$ cat src/rtl/read_arbiter.sv
// AR/R channel arbiter for the 3-master / 8-slave AXI interconnect.
// Grants one master round-robin, decodes its slave and holds both muxes until RLAST.
module read_arbiter #(
    parameter int ADDR_W = 32,
    parameter int LEN_W  = 4
) (
    input  logic              ACLK,
    input  logic              ARESETn,
    input  logic              ARVALID_M0,
    input  logic              ARVALID_M1,
    input  logic              ARVALID_M2,
    input  logic [ADDR_W-1:0] ARADDR_M0,
    input  logic [ADDR_W-1:0] ARADDR_M1,
    input  logic [ADDR_W-1:0] ARADDR_M2,
    input  logic [LEN_W-1:0]  ARLEN_M0,
    input  logic [LEN_W-1:0]  ARLEN_M1,
    input  logic [LEN_W-1:0]  ARLEN_M2,
    input  logic              ARREADY_SEL,
    input  logic              RVALID_SEL,
    input  logic              RLAST_SEL,
    input  logic              RREADY_SEL,
    output logic [2:0]        GRANT_M,
    output logic [3:0]        SLV_SEL,
    output logic              AR_PHASE,
    output logic              R_PHASE,
    output logic              LEN_ERR
);

    typedef enum logic [1:0] {
        ST_IDLE,
        ST_AR,
        ST_R
    } state_t;

    localparam logic [3:0] SLV_DEFAULT = 4'd8;

    state_t            state_q;
    logic [2:0]        grant_q;
    logic [3:0]        slvSel_q;
    logic              arPhase_q;
    logic              rPhase_q;
    logic              lenErr_q;
    logic [LEN_W-1:0]  len_q;
    logic [LEN_W:0]    beat_q;
    logic [1:0]        lastGrant_q;

    logic [2:0]        arValid;
    logic              winValid_d;
    logic [1:0]        winIdx_d;
    logic [ADDR_W-1:0] winAddr_d;
    logic [LEN_W-1:0]  winLen_d;
    logic [3:0]        winSlv_d;
    logic              grantedValid;
    logic              rBeat;
    logic              lenMatch;
    logic              unusedLowAddr;

    assign arValid = {ARVALID_M2, ARVALID_M1, ARVALID_M0};

    function automatic logic [3:0] decodeSlave(input logic [15:0] hi);
        logic [3:0] slv;
        if (hi == 16'h0000)      slv = 4'd0;
        else if (hi == 16'h0001) slv = 4'd1;
        else if (hi == 16'h0002) slv = 4'd2;
        else if (hi == 16'h1000) slv = 4'd3;
        else if (hi == 16'h1001) slv = 4'd4;
        else if (hi[15:8] == 8'h20) slv = 4'd5;
        else if (hi == 16'h0010) slv = 4'd6;
        else if (hi == 16'h0003) slv = 4'd7;
        else                     slv = SLV_DEFAULT;
        return slv;
    endfunction

    // Scan from lowest to highest priority so the master right after lastGrant wins.
    always_comb begin
        int idx;
        winValid_d = 1'b0;
        winIdx_d   = 2'd0;
        for (int k = 3; k >= 1; k--) begin
            idx = (int'(lastGrant_q) + k) % 3;
            if (arValid[idx]) begin
                winValid_d = 1'b1;
                winIdx_d   = 2'(idx);
            end
        end
    end

    always_comb begin
        winAddr_d = ARADDR_M0;
        winLen_d  = ARLEN_M0;
        case (winIdx_d)
            2'd1: begin
                winAddr_d = ARADDR_M1;
                winLen_d  = ARLEN_M1;
            end
            2'd2: begin
                winAddr_d = ARADDR_M2;
                winLen_d  = ARLEN_M2;
            end
            default: begin
                winAddr_d = ARADDR_M0;
                winLen_d  = ARLEN_M0;
            end
        endcase
    end

    assign winSlv_d      = decodeSlave(winAddr_d[ADDR_W-1 -: 16]);
    assign unusedLowAddr = ^winAddr_d[ADDR_W-17:0];
    assign grantedValid  = |(arValid & grant_q);
    assign rBeat         = RVALID_SEL & RREADY_SEL;
    assign lenMatch      = (beat_q == {1'b0, len_q});

    always_ff @(posedge ACLK) begin
        if (!ARESETn) begin
            state_q     <= ST_IDLE;
            grant_q     <= 3'b000;
            slvSel_q    <= SLV_DEFAULT;
            arPhase_q   <= 1'b0;
            rPhase_q    <= 1'b0;
            lenErr_q    <= 1'b0;
            len_q       <= '0;
            beat_q      <= '0;
            lastGrant_q <= 2'd2;
        end else begin
            case (state_q)
                ST_IDLE: begin
                    if (winValid_d) begin
                        state_q   <= ST_AR;
                        grant_q   <= 3'(3'b001 << winIdx_d);
                        slvSel_q  <= winSlv_d;
                        len_q     <= winLen_d;
                        arPhase_q <= 1'b1;
                    end
                end
                ST_AR: begin
                    if (grantedValid && ARREADY_SEL) begin
                        state_q   <= ST_R;
                        arPhase_q <= 1'b0;
                        rPhase_q  <= 1'b1;
                        beat_q    <= '0;
                    end
                end
                ST_R: begin
                    if (rBeat) begin
                        if (RLAST_SEL) begin
                            if (!lenMatch) lenErr_q <= 1'b1;
                            state_q     <= ST_IDLE;
                            grant_q     <= 3'b000;
                            slvSel_q    <= SLV_DEFAULT;
                            rPhase_q    <= 1'b0;
                            lastGrant_q <= {grant_q[2], grant_q[1]};
                        end else begin
                            // A non-last beat landing on the ARLEN index means RLAST is missing.
                            if (lenMatch) lenErr_q <= 1'b1;
                            if (beat_q != '1) beat_q <= beat_q + 1'b1;
                        end
                    end
                end
                default: begin
                    state_q <= ST_IDLE;
                end
            endcase
        end
    end

    assign GRANT_M  = grant_q;
    assign SLV_SEL  = slvSel_q;
    assign AR_PHASE = arPhase_q;
    assign R_PHASE  = rPhase_q;
    assign LEN_ERR  = lenErr_q;

endmodule

$ cat config.mk
export PLATFORM = sky130hd
export DESIGN_NAME = read_arbiter
export DESIGN_NICKNAME = d
export VERILOG_FILES = /design/src/rtl/read_arbiter.sv
export SDC_FILE = /design/constraint.sdc
export NUM_CORES = 1
export LEC_CHECK = 0
export ABC_AREA = 1
export CORE_MARGIN = 2
export CORE_UTILIZATION = 33
export DETAILED_ROUTE_END_ITERATION = 8
export PLACE_DENSITY = 0.8
export SLEW_MARGIN = 15
export SYNTH_ARGS = -nofsm -noshare
export SYNTH_HDL_FRONTEND = slang
export SYNTH_SLANG_ARGS = --single-unit
$ cat constraint.sdc
create_clock -name ACLK -period 3 [get_ports ACLK]
set_input_delay 0.45 -clock ACLK [delete_from_list [all_inputs] [get_ports ACLK]]
set_output_delay 0.45 -clock ACLK [all_outputs]
set_load 0.005 [all_outputs]
Word level (Yosys, flattened, before mapping)
Cells that the tools add are included.
Widths: inputs -> output; s select.
- muxes and demuxes: 53
- $lt $le $gt $ge: 3
- equal/unequal tests: 20
- reduce and logical (&&, ||, !) cells: 16
- shifts and indexed selects: 1
- bitwise gates (word level): 2
- div/mod/pow operators: 3
- add/subtract/negate cells: 4
- operators by type and width (operator ; count):
    $lt 32x4->1 const B ; 3
    $mod 32x3->32 const B ; 3
    $pmux 32 s2 ; 1
    $mux 4 ; 11
    $eq 16x13->1 const B ; 2
    $eq 16x2->1 const B ; 2
    $mux 5 ; 4
    $mux 1 ; 17
    $eq 16x1->1 const B ; 1
    $eq 16x5->1 const B ; 1
    $logic_not 16->1 ; 1
    $pmux 4 s2 ; 2
    $reduce_and 4->1 ; 4
    $mux 2 ; 7
    $ne 2x2->1 const B ; 7
    $pmux 5 s2 ; 1
    $mux 3 ; 3
    $eq 8x6->1 const B ; 1
    $reduce_bool 2->1 ; 4
    $add 2x2->3 const B ; 2
    $bmux 1 s2 ; 3
    $pmux 2 s3 ; 1
    $pmux 3 s2 ; 1
    $reduce_and 3->1 ; 2
    15 further kinds ; 18
- flip-flop bits (word level): 23
- output and inout bits: 10
- logic and storage cells: 111
- bits of input ports: 117

Longest topological paths before layout
- depth after elaboration: 21
- mapped depth: 27

Worst setup path before layout
Ideal clock, no wire load.
- path kind: flip-flop to flip-flop
- start point: reg lastGrant_q[0]
- end point: reg slvSel_q[3], in the netlist SLV_SEL[3]
- arrival time: 2833 ps
- data required time: 2878 ps
- cell stages (with the launch flop): 27
- period minus slack after synthesis: 2955 ps
- setup time: 122 ps
- setup slack: 45 ps
- cells stage by stage: dfxtp_1 -> inv_1 -> ha_1 -> inv_2 -> nand2_1 -> a21oi_1 -> nor2_1 -> inv_1 -> a21oi_1 -> a22oi_1 -> inv_1 -> ha_1 -> inv_2 -> buf_6 -> or2_0 -> nand2_1 -> nand2_1 -> inv_2 -> nand2_2 -> nor2_1 -> nand2_1 -> nand2_2 -> nor2_1 -> nand2_1 -> nand2_1 -> nand2_1 -> nand2_1
- cells in the longest elaborated chain, start to end: 21
- elaborated cells between the ends (all ways): 44
- those cells by class: add/sub: 3; div: 3; eq/ne: 10; mux: 26; reduce/logical: 2
- ends and longest elaborated chain (element ; RTL line ; RTL):
    from (decl) ; 45 ; logic [1:0] lastGrant_q;
    from (signal assigned) ; 151 ; lastGrant_q <= {grant_q[2], grant_q[1]};
    $add 2x2->3 ; 80 ; idx = (int'(lastGrant_q) + k) % 3;
    $mod 32x3->32 ; 80 ;
    $bmux 1 s2 ; 81 ; if (arValid[idx]) begin
    $mux 1 (implied by the code) (2 in a row) ; 81 ;
    $mux 2 (3 in a row) ; 81 ;
    $eq 2x2->1 / $eq 2x1->1 (equally long branches) ; 91 ; case (winIdx_d)
    $pmux 32 s2 ; 91 ;
    $eq 16x2->1 ; 69 ; else if (hi == 16'h0003) slv = 4'd7;
    (+2 left out) ; -- ;
    $mux 4 ; 67 ; else if (hi[15:8] == 8'h20) slv = 4'd5;
    $mux 4 ; 66 ; else if (hi == 16'h1001) slv = 4'd4;
    $mux 4 ; 65 ; else if (hi == 16'h1000) slv = 4'd3;
    $mux 4 ; 64 ; else if (hi == 16'h0002) slv = 4'd2;
    $mux 4 ; 63 ; else if (hi == 16'h0001) slv = 4'd1;
    $mux 4 ; 62 ; if (hi == 16'h0000) slv = 4'd0;
    $mux 4 ; 127 ; if (winValid_d) begin
    $pmux 4 s2 ; 125 ; case (state_q)
    to (signal assigned) ; 130 ; slvSel_q <= winSlv_d;
    to (decl) ; 39 ; logic [3:0] slvSel_q;
Several ways; a longest one is shown, not always the timed one. The select of a mux whose other input is x is not followed.
A chain may end at the register's enable or synchronous reset.

Worst setup path in the final report
Same ends and word-level chain as after synthesis.

==> impl_metrics.toml <==
[run_status]
status = "completed"

[worst_setup_path]
critical_path_class = "flop to flop"
critPathBufInv = 3
cp_common_cell = "nand2_1"
crit_path_end_kind = "flop"
critPathSlowestCell = "dfxtp_2"
slowest_delay_ps = 340
cp_top_family = "simple AND/OR/NAND/NOR gates"
cp.required_ps = 3140
path_max_fanout = 12
cp-start-kind = "flop"
path_cells = "buf_4 > ha_2 > o211ai_1 > nand2_1 > o21ai_1 > nand2_1 > a21oi_2 > buf_4 > ha_4 > buf_4 > nand2_1 > nand2_1 > nor2_2 > nand2_2 > nor2_4 > nand2_2 > nand2_2 > nor2_1 > nand2_1 > nand2_1 > nand2_1 > nand2_1"
cp_data_arrival_time_ps = 3110

[power_and_ir_drop]
p_per_area_nw_per_um2 = 471
p_leak_nw = 1.47
vdd_drop_max_uv = 225

[final_layout]
instances_no_fill = 515
fillerInstances = 585
seq_area_um2 = 465
synthToLayoutAreaGrowth_pct = 65.3
final_nets = 567
drive_above_1_share_pct = 19.5
finish.instance_area_um2 = 3230
num_antenna_cells = 0
multiInputGateArea_um2 = 1430

[logic_synthesis]
yosysSeqAreaShare_pct = 23.6
synth_adder_area_share_pct = 5.77
muxShareOfSynthArea_pct = 0
synth.avg_cell_area_um2 = 5.83
synthXorXnorAreaFrac_pct = 0.448
syn-cell-area_um2 = 1950
synthCells = 335
synth_top_family_by_area = "simple AND/OR/NAND/NOR gates"
yosysWarnings = 0
synth_seq_cells = 23
synth_fp_nets = 461
synth-compound-area-share_pct = 17.7
yosys.area_share.simple_pct = 41.9
synthDistinctLibCells = 34

[clock_tree]
clock-sinks = 23
htree_levels = 1
root_buffer = "clkbuf_8"
cts_buffers = 3
cts_hold_buffers = 0
cts_tree = "done"
clk_latency_ps = 260
clockBufferDepth = 2
clkSlewWorstSetupHoldPaths_ps = 80

[sta]
worstMarginPinSlew_ps = 395
fin_skew_ps = 0.916
slew-limit-headroom_pct = 73.6
rsz0062_at_grt = "true"
setup_viol = 0
hold_viol_final = 0
fin_crit_ps = 2980
clock.fmax_mhz = 336
fin_crit_sh_pct = 99.2
finalMaxSlewViolations = 0

[floorplan]
core_area_um2 = 5820
start_util_pct = 33.6
core.rowCount = 28
dieArea_um2 = 6550
die_w_um = 80.9
ioPinCount = 127
die_h_um = 80.9

[drt]
dr_wl_met3_um = 279
first_pass_iters = 5
dr_total_vias = 2420
drc = 0
route.met2.wl_um = 2880
final_antenna_net_count = 0
drt_iter0_markers = 114
wl_per_cell_um = 11.0
viasPerCell = 4.70
finalWirelength_um = 5670
wl_met1_um = 2450
top_layer = "met4"

[grt]
grt_overflow = 0
grt_pass1_vias = 2300
grt_pass1_wl_um = 9560
antenna_found_initial = 0
grt_usage_pct = 18.0
grt_max_degree = 14

[placement]
dp_hpwl_um = 4490
port_buffers = 78
finalWeightedCongestion = 0.784
dp.cells = 505
dpl_cell_area_um2 = 2970

[flow_run]
max-cap-violations = 0

[worst_hold_path]
hp-class = "flop to flop"
## report_power, final
part	internal (mW)	leakage [nW]	switching, mW
sequential	0.368	0.189	0.0488
combinational	0.428	1.26	0.487
clock	0.0926	0.0255	0.0967
total	0.889	1.47	0.632
## repair_timing
action,4_1_cts,5_1_grt
pin swaps,13,17
endpoints found under the setup margin,4,4
cloned,0,1
gates resized for setup,38,16
hold endpoints to repair,0,0
setup buffers,5,1
## cell usage after synthesis
| cell | count | area share (%) |
|---|---|---|
| a22o_1 | 4 | 1.8 |
| buf_2 | 4 | 1.0 |
| nand4_1 | 3 | 0.96 |
| nand2_1 | 125 | 24 |
| a211oi_1 | 2 | 0.77 |
| or2_0 | 3 | 0.96 |
| nor3_1 | 4 | 1.0 |
| nand2_2 | 4 | 1.3 |
| clkbuf_1 | 1 | 0.19 |
| nor2_1 | 33 | 6.3 |
| a21oi_1 | 20 | 5.1 |
| ha_1 | 9 | 5.8 |
| dfxtp_1 | 23 | 24 |
| clkinv_1 | 1 | 0.19 |
| buf_4 | 2 | 0.77 |
| nor2_4 | 2 | 1.2 |
| o211ai_1 | 2 | 0.77 |
| o22ai_1 | 1 | 0.32 |
| or2_2 | 2 | 0.64 |
| o21ai_0 | 21 | 5.4 |
| a21oi_2 | 1 | 0.45 |
| o31ai_1 | 2 | 0.77 |
| o21ai_1 | 1 | 0.26 |
| buf_6 | 3 | 1.7 |
| o21bai_1 | 1 | 0.38 |
| and3_1 | 1 | 0.32 |
| xor2_1 | 1 | 0.45 |
| nor3b_1 | 1 | 0.38 |
| a22oi_1 | 1 | 0.38 |
| inv_1 | 30 | 5.8 |
| a31oi_1 | 4 | 1.3 |
| or2_1 | 3 | 0.96 |
| nand3_1 | 15 | 3.8 |
| inv_2 | 5 | 0.96 |
## worst min-delay path, stage by stage (launching register included)
cell and delay [ps]:
dfxtp_1 310, inv_1 50, a21oi_1 50
## cells by family (layout without fill, tap and decap cells)
kind of cell             Yosys count  in the layout
AND/OR/NAND/NOR                  196            196
flip-flops                        23             23
adder cells (fa/ha/maj)            9              9
buffers and inverters             46            151
XOR/XNOR                           1              1
AO/OA/AOI/OAI                     60             60
## layout by cell type (no fill, tap or decap), types with 2 or more instances in the layout
cell type          n
ha_4               4
a211oi_1           2
o31ai_1            2
nor2_2             6
or2_1              2
nor2_4             4
clkdlybuf4s50_1   75
o211ai_1           2
nand2_1          117
nand2_2           11
inv_2              5
nor3_1             3
a21oi_1           15
buf_6              4
a21oi_2            6
a31oi_1            4
ha_1               4
dlygate4sd2_1      3
dfxtp_1           21
nand3_1           15
or2_2              2
o21ai_1            2
clkbuf_8           3
nor2_1            25
or2_0              3
a22o_1             4
o21ai_0           19
nand4_1            3
inv_1             27
inv_4              2
buf_4             27
## sequential cells by signal, indices dropped and copies added, names as in the netlist
register     flops
R_PHASE          1
GRANT_M          3
beat_q           5
LEN_ERR          1
SLV_SEL          4
len_q            4
lastGrant_q      2
AR_PHASE         1
state_q          2
## area by class of cell
type                       instances  area share, %
multi-input combinational        266           44.2
timing repair buffer             111           32.5
sequential                        23           14.4
inverter                          36           4.50
tap                               75           2.91
clock buffer                       3           1.28
clock inverter                     1          0.155
## path summary, 6_finish.rpt
check	from	to	slack, ps	depth (start not counted)
setup / recovery	lastGrant_q[0]	SLV_SEL[3]	20	22
hold / removal	LEN_ERR	LEN_ERR	460	2
setup reg to reg	lastGrant_q[0]	SLV_SEL[3]	20	22
hold reg to reg	LEN_ERR	LEN_ERR	460	2
## routing by layer
metal  global-route usage (%)  vias up
met5                        0        -
met4                     5.25        0
met3                     2.22        4
met2                     34.7       63
met1                     20.4     1071
li1                         -     1282
## metrics by stage
step	total power, mW	setup WS (ps)	hold WS, ps	utilization [%]	TNS (ps)
2_1_floorplan	0.944	44.7	447	-	0
3_3_place_gp	1.22	-444	444	51.1	-1580
3_5_place_dp	1.24	-588	451	51.1	-2110
4_1_cts	1.50	6.00	464	54.4	0
5_1_grt	1.67	-254	491	55.5	-749
6_report	1.52	23.7	459	55.5	0
Note: power is estimated with default switching activity, not from simulation.
==> variant, RTL diff (config.mk and constraints unchanged) <==
The 3 states of `state_t` get a one-hot encoding in 3 bits.
--- a/src/rtl/read_arbiter.sv
+++ b/src/rtl/read_arbiter.sv
@@ -28,6 +28,6 @@
 
-    typedef enum logic [1:0] {
-        ST_IDLE,
-        ST_AR,
-        ST_R
+    typedef enum logic [2:0] {
+        ST_IDLE = 3'b001,
+        ST_AR   = 3'b010,
+        ST_R    = 3'b100
     } state_t;
Function: no difference found for any inputs over 4 cycles, from zero or initial values and one cycle with ARESETn low; so few cycles prove little.
==> variant against the original RTL <==
- the flow now finishes with violations (negative setup slack)
- routed wire length grew 13%
- area after synthesis grew 6.8%
- cell area grew 6.4%
- critical path type unchanged
- worst setup slack lost 0.14 ns
- count of clock-buffer cells in the layout is the same
- power shrank 10%
- sequential cell count grew 1
- synthesized cell count grew 11%
==> variant: results (changes against the original RTL) <==
- Synth Warn #: 0 (unchanged)
- Wirelength, routed: 6.391 mm (+13%)
- Setup bufs post-CTS: 6 (+1)
- Share of layout cells above drive strength 1: 20.37% (+0.83 points)
- TritonRoute pass-1 iters: 4 (-1)
- Crit path DAT: 3.27 ns (+0.16 ns)
- TNS Setup: -0.3084 ns (-0.3084 ns)
- CTS root buf: clkbuf_8
- Largest net degree at the start of global routing: 19 (+5)
- Post-synthesis sequential area ratio: 23.04% (-0.54 points)
- TritonCTS buffer count: 3 (unchanged)
- Via/cell ratio: 4.781 (+1.7%)
- Filler instances: 605 (+3.4%)
- Area of placed instances: 3120 sq um (+5.1%)
- DR iter-0 viols: 96 (-16%)
- IR drop worst, VDD: 0.0002785 V (+24%)
- CTS resizes: 30 (-21%)
- Post-route setup slack: -0.1120 ns (-0.1357 ns)
- Top cells by count, synth: nand2_1 (141), inv_1 (42), nor2_1 (35)
- CP max FO: 5 (-7)
- First-pass GRT wire length: 10.57 mm (+11%)
- H-tree depth: 1 (unchanged)
- Drt drc: 0 (unchanged)
- Reg with most FFs: beat_q
- Status: finished with violations
- Setup violators final: 4 (+4)
- Clock Pin Slew Worst Setup and Hold Paths: 0.08 ns (about the same)
- Clock skew: 0.004495 ns (+0.003579 ns)
- Pint: 0.8196 mW (-7.8%)
- Min-delay worst type: reg2reg
- Synth Flop Type: dfxtp_1
- GRT Util Overall: 17.52% (-0.47 points)
- Failing checks: negative setup slack
- Longest Clk Path Bufs: 2 (unchanged)
- Port bufs: 78 (unchanged)
- Synth area leader: nand2_1
- Area contributors post-synth: nand2_1 (25%), dfxtp_1 (23%), inv_1 (7.6%)
- Clock latency on the worst-skew pair: 0.27 ns
- Total Nets Final: 609 (+7.4%)
- Antenna Cells: 0 (unchanged)
- Vias in the first global route: 2573 (+12%)
- Post-Syn Nets: 497 (+7.8%)
- Synth async-reset ratio: 0% (unchanged)
- Max reg flops: 5 (unchanged)
- Initial antenna violation count: 0 (unchanged)
- Dpl hpwl: 4.816 mm (+7.2%)
- Post-synth cell types: 32 (-5.9%)
- Leakage: 1.589 nW (+7.7%)
- GPL Wtd Cong: 0.8416 (+7.4%)
- Worst-Margin Slew: 0.3818 ns (-0.01318 ns)
==> variant: layout make-up <==
cell class | instances | share of cell area [%]
Multi-Input combinational cell | 289 | 44.72
Sequential cell | 24 | 14.13
Timing Repair Buffer | 116 | 31.28
Timing Repair inverter | 2 | 0.3642
Tap cell | 75 | 2.731
Inverter | 47 | 5.572
Clock buffer | 3 | 1.202
==> variant: critical path, stage by stage, from the launching register on <==
cell     delay (ns)
dfxtp_2        0.36
inv_4          0.05
ha_4           0.29
inv_6          0.05
o21ai_4        0.06
nor2_2         0.06
nor2_2         0.17
inv_2          0.06
nor3_2         0.10
inv_1          0.07
a22oi_2        0.15
inv_2          0.08
ha_4           0.35
inv_8          0.04
buf_4          0.14
nand2_2        0.06
nand2_1        0.06
nor2_2         0.12
nand2_2        0.09
nor2_4         0.20
nand3_2        0.12
nand2_1        0.08
nor2_1         0.04
nand2_1        0.05
nand2_1        0.05
nand2_1        0.06
nand2_1        0.04
==> variant: worst paths after layout <==
kind	startpoint	to	depth (start not counted)
worst max-delay path	lastGrant_q[0]	SLV_SEL[3]	26
worst max register to register	lastGrant_q[0]	SLV_SEL[3]	26
worst min register to register	LEN_ERR	LEN_ERR	2
worst min-delay path	LEN_ERR	LEN_ERR	2
==> variant: logic make-up (layout without fill, tap and decap cells) <==
group                    Yosys count  after routing  share of synthesized area (%)
adder cells (fa/ha/maj)            9              9                          5.399
multiplexers                       1              1                         0.4799
flip-flops                        24             24                          23.04
buffers and inverters             58            168                          11.58
AND/OR/NAND/NOR                  224            224                          44.27
AO/OA/AOI/OAI                     55             55                          15.24
==> variant: power by group through the flow <==
stage	registers, mW	logic (mW)	clock network (mW)
3_5_place_dp	0.450	0.671	0
3_3_place_gp	0.446	0.651	0
5_1_grt	0.453	0.831	0.211
4_1_cts	0.443	0.700	0.197
6_report	0.443	0.728	0.191
2_1_floorplan	0.438	0.435	0
==> variant: through the flow <==
stage          setup slack [ns]  hold WS [ns]  total power [mW]  utilization, %  std cells
5_1_grt                 -0.3768        0.4814             1.495           57.02        556
6_report                -0.1120        0.4550             1.362           57.02        556
3_5_place_dp            -0.5699        0.4443             1.120           51.79        539
2_1_floorplan          0.002420        0.4466            0.8732               -        371
4_1_cts                -0.07311        0.4567             1.340           54.63        549
3_3_place_gp            -0.3984        0.4444             1.096           51.79        539
==> variant: metal layers <==
| layer | track usage [%] | vias to the layer above | wire, um |
|---|---|---|---|
| li1 | - | 1396 | - |
| met1 | 21.24 | 1166 | 2710 |
| met2 | 31.60 | 80 | 3218 |
| met3 | 2.770 | 16 | 294 |
| met4 | 5.572 | 0 | 167 |
| met5 | 0 | - | 0 |
